### src/rtl/cdp1802_dma_responder.sv
// CPU-side DMA-out and interrupt-acknowledge sequencer for an 1802 core paired with a Pixie video chip.
// Steals machine cycles for display fetches, auto-increments R0, and runs INT cycles.
module cdp1802_dma_responder #(
    parameter logic [15:0] R0_RESET  = 16'h0000,
    parameter int          MAX_BURST = 8
) (
    input  logic        clk,
    input  logic        reset,
    input  logic        clk_enable,
    input  logic [1:0]  cpu_sc,
    input  logic        cpu_cyc_end,
    input  logic        dma_out_n,
    input  logic        int_req,
    input  logic        ie,
    input  logic        r0_load,
    input  logic [15:0] r0_value,
    input  logic [7:0]  mem_data_in,
    output logic [1:0]  SC,
    output logic        cpu_hold,
    output logic [15:0] mem_addr,
    output logic        mem_rd,
    output logic [7:0]  data_out,
    output logic        data_valid,
    output logic        int_ack,
    output logic        ie_clear,
    output logic [15:0] r0
);

    localparam int CW = $clog2(MAX_BURST) + 1;
    localparam logic [CW-1:0] LAST_BEAT = CW'(MAX_BURST - 1);

    typedef enum logic [1:0] {
        S_CPU = 2'd0,
        S_DMA = 2'd1,
        S_INT = 2'd2
    } state_t;

    state_t        state;
    logic [CW-1:0] burst_cnt;
    logic          dma_req;
    logic          int_ok;

    assign dma_req = !dma_out_n;
    assign int_ok  = int_req && ie;

    // data_valid, int_ack and ie_clear are single-clock pulses in the clock after
    // the machine-cycle tick that completed the DMA or INT cycle; no ready/backpressure.
    always_ff @(posedge clk) begin
        if (reset) begin
            state      <= S_CPU;
            r0         <= R0_RESET;
            burst_cnt  <= '0;
            data_out   <= 8'h00;
            data_valid <= 1'b0;
            int_ack    <= 1'b0;
            ie_clear   <= 1'b0;
        end else begin
            data_valid <= 1'b0;
            int_ack    <= 1'b0;
            ie_clear   <= 1'b0;
            if (clk_enable) begin
                if (r0_load)
                    r0 <= r0_value;
                case (state)
                    S_CPU: begin
                        if (cpu_cyc_end) begin
                            if (dma_req)
                                state <= S_DMA;
                            else if (int_ok)
                                state <= S_INT;
                        end
                    end
                    S_DMA: begin
                        data_out   <= mem_data_in;
                        data_valid <= 1'b1;
                        // A core load in the same tick replaces the increment.
                        if (!r0_load)
                            r0 <= r0 + 16'd1;
                        if (dma_req && burst_cnt < LAST_BEAT) begin
                            burst_cnt <= burst_cnt + 1'b1;
                        end else begin
                            burst_cnt <= '0;
                            state     <= int_ok ? S_INT : S_CPU;
                        end
                    end
                    S_INT: begin
                        int_ack  <= 1'b1;
                        ie_clear <= 1'b1;
                        state    <= S_CPU;
                    end
                    default: state <= S_CPU;
                endcase
            end
        end
    end

    always_comb begin
        SC       = cpu_sc;
        cpu_hold = 1'b0;
        mem_addr = 16'h0000;
        mem_rd   = 1'b0;
        case (state)
            S_DMA: begin
                SC       = 2'b10;
                cpu_hold = 1'b1;
                mem_addr = r0;
                mem_rd   = 1'b1;
            end
            S_INT: begin
                SC       = 2'b11;
                cpu_hold = 1'b1;
            end
            default: ;
        endcase
    end

endmodule

### config.mk
export PLATFORM = sky130hd
export DESIGN_NAME = cdp1802_dma_responder
export DESIGN_NICKNAME = d
export VERILOG_FILES = /design/src/rtl/cdp1802_dma_responder.sv
export SDC_FILE = /design/constraint.sdc
export NUM_CORES = 1
export LEC_CHECK = 0
export ABC_AREA = 1
export BUFFER_PORTS_ARGS = -buffer_cell sky130_fd_sc_hd__clkbuf_2
export CAP_MARGIN = 10
export CELL_PAD_IN_SITES_DETAIL_PLACEMENT = 1
export CELL_PAD_IN_SITES_GLOBAL_PLACEMENT = 1
export CORE_AREA = 5 5 81 83
export CTS_BUF_LIST = sky130_fd_sc_hd__clkbuf_16
export DETAILED_ROUTE_END_ITERATION = 12
export DIE_AREA = 0 0 86 88
export PLACE_DENSITY = 0.84
export SLEW_MARGIN = 20
export SYNTH_ARGS = -nofsm -noshare
export SYNTH_HDL_FRONTEND = slang
export SYNTH_SLANG_ARGS = --single-unit
### constraint.sdc
create_clock -name clk -period 2.3 [get_ports clk]
set_input_delay 0.345 -clock clk [delete_from_list [all_inputs] [get_ports clk]]
set_output_delay 0.345 -clock clk [all_outputs]
set_load 0.02 [all_outputs]
==> results.yml <==
die:
  dieArea_um2: 7570
  rows: 28
  core_um2: 5780
  start_util: 0.327
  fp.dieW_um: 86
  fp.dieH_um: 88
  boundaryPins: 81
timing:
  setup_tns_ns: 0
  rsz0062_at_grt: "false"
  worst_slew_pin_slew_ns: 0.667
  hold_viol: 0
  finalCritPeriodShare: 0.816
  fin_crit_ns: 1.88
  slew_headroom: 0.555
  drv_slew: 0
  setup-violations-final: 0
  finalClockSkew_ns: 0.00558
  fmaxAchievable_mhz: 533
finish:
  layout_common_cells: "80 x clkbuf_2, 58 x nand2_1, 41 x nor2_1, 32 x dfxtp_1, 31 x inv_1"
  drive_gt1_frac: 0.311
  syn_to_final_growth_pct: 32.9
  fin_area_um2: 2510
  final_common_cell: "clkbuf_2"
  fill_cells: 786
  antenna_cells: 0
  nNetsFinal: 404
clocking:
  cts.sinks: 32
  cts_buffers: 5
  htreeDepth: 2
  cts_tree: "yes"
  clk_latency_ns: 0.28
  post_cts_buffers: 0
  clockRootBuffer: "clkbuf_16"
  hold_buffers: 0
  post_cts_resize_count: 0
  max-clock-path-buffers: 2
  clk_pin_slew_ns: 0.06
pwr:
  pwr_density_cell_nw_per_um2: 680
  power_leakage_nw: 1.31
  vdd_ir_drop_max_v: 0.000328
synthesis:
  synth_area_leader_cell: "dfxtp_1"
  syn-mean-instance-area_um2: 6.63
  synthCells: 285
  synthTopCellsByArea: "dfxtp_1 34%, nand2_1 12%, nor2_1 8.1%, inv_1 6.2%, a21oi_1 5.6%"
  yosysTopAreaCellShare: 0.339
  ys_seq_area_frac: 0.339
  ys_warn_count: 0
  ys_ff_latch: 32
  ys_types: 35
  syn_nets: 324
  synthesis.area_um2: 1890
place:
  post_dp_cell_area_um2: 2350
  gp_congestion: 0.792
  dp_hpwl_mm: 4.92
  numPortBuffers: 80
global_route:
  grt_pass1_vias: 2235
  grt_pass1_wl_mm: 10.6
  antenna_found_initial: 0
  gr-total-overflow: 0
  grt.total_usage: 0.175
  grt_max_degree: 23
critical_path:
  crit_path_cell_trace: "inv_1 > ha_1 > buf_4 > nand2_1 > inv_1 > clkbuf_2"
  required_ns: 1.96
  path_class: "register to output port"
  crit_arrival_ns: 1.53
  slowest_stage: "dfxtp_1"
  reg2reg_slack_ns: 0.58
  setup.worst_path.start_class: "register"
  cp_common_cell: "inv_1"
  end_kind: "output port"
  worstRegToRegCells: 12
  max_stage_delay_ns: 0.31
  cp_max_fo: 10
drt:
  num_vias: 2168
  ant_nets: 0
  routedWlPerCell_um: 14.8
  vias_per_cell: 4.92
  routed_wl_mm: 6.51
  dr.pass1.iters: 4
  drc_errors: 0
  drt_iter0_drc: 90
flow_run:
  max_cap_viol_count: 0
run_status:
  status: "finished clean"
min_path:
  hold_depth: 3
  worstHoldPathType: "input port to register"
==> layout make-up <==
class	instances	area [µm²]	share of cell area
Tap cell	75	93.8	0.0374
Timing Repair Buffer	82	415	0.165
Inverter	40	150	0.0598
Clock inverter	3	37.5	0.0149
Sequential cell	32	641	0.255
Clock buffer	5	125	0.0498
Multi-Input combinational cell	204	1050	0.418
==> per-layer routing <==
| layer | track usage | part of all wire | vias up |
|---|---|---|---|
| met5 | 0 | 0 | - |
| met4 | 0.0388 | 0.0077 | 0 |
| met3 | 0.0517 | 0.057 | 7 |
| met2 | 0.329 | 0.52 | 55 |
| met1 | 0.194 | 0.41 | 1025 |
| li1 | - | - | 1081 |
==> worst paths after layout <==
check / startpoint / to
setup / recovery: state[1] / mem_addr[11]
hold / removal: mem_data_in[4] / data_out[4]
setup reg to reg: state[1] / r0[13]
hold reg to reg: data_out[4] / data_out[4]
==> through the flow <==
stage	setup WS [ns]	hold WS, ns	total power, mW	utilization	instances
after detailed placement	0.595	0.477	0.973	0.406	433
final	0.423	0.309	1.71	0.435	441
after floorplan	0.547	0.439	0.846	-	285
after global placement	0.724	0.475	0.963	0.406	433
after global routing	0.354	0.315	1.79	0.435	441
after CTS	0.417	0.311	1.72	0.435	441
==> state kept, by name, summed over array words and instances (netlist names), named ones only <==
| register | cells |
|---|---|
| burst_cnt | 4 |
| data_out | 8 |
| r0 | 15 |
| data_valid | 1 |
| state | 2 |
| ie_clear | 1 |
==> cells in the mapped netlist <==
master / n
nand2_1: 58
nor2_1: 41
dfxtp_1: 32
inv_1: 31
a21oi_1: 21
o21ai_1: 16
nand3_1: 10
inv_2: 9
o21ai_0: 8
nor3_1: 7
clkbuf_1: 5
ha_1: 5
nand2_2: 5
o22ai_1: 5
nor2_4: 4
nor2_2: 3
o211ai_1: 3
a221oi_1: 2
a22oi_1: 2
buf_4: 2
nand2_4: 2
a21boi_1: 1
a21oi_2: 1
a22o_1: 1
a31oi_1: 1
buf_2: 1
buf_6: 1
nand3_4: 1
nand3b_1: 1
nand4_1: 1
nor4_1: 1
o41ai_1: 1
or2_2: 1
xnor2_1: 1
xor2_1: 1
==> power breakdown <==
group          leakage, nW  switching (mW)  internal (mW)
combinational        0.970           0.220          0.116
clock               0.0789           0.244          0.503
sequential           0.261          0.0370          0.587
total                 1.31           0.502           1.21
==> kinds of logic after synthesis <==
kind of cell             Yosys count  synth area share
flip-flops                        32             0.339
AO/OA/AOI/OAI                     62             0.186
adder cells (fa/ha/maj)            5            0.0331
AND/OR/NAND/NOR                  135             0.327
buffers and inverters             49             0.106
XOR/XNOR                           2           0.00927
==> worst max-delay path: cells and delay by family (launching register included) <==
family	cells	cell delay (ns)
adders and majority gates	1	0.28
buffers and inverters	4	0.59
and+or+nand+nor	1	0.08
DFF	1	0.31
(Power assumes the default switching activity.)
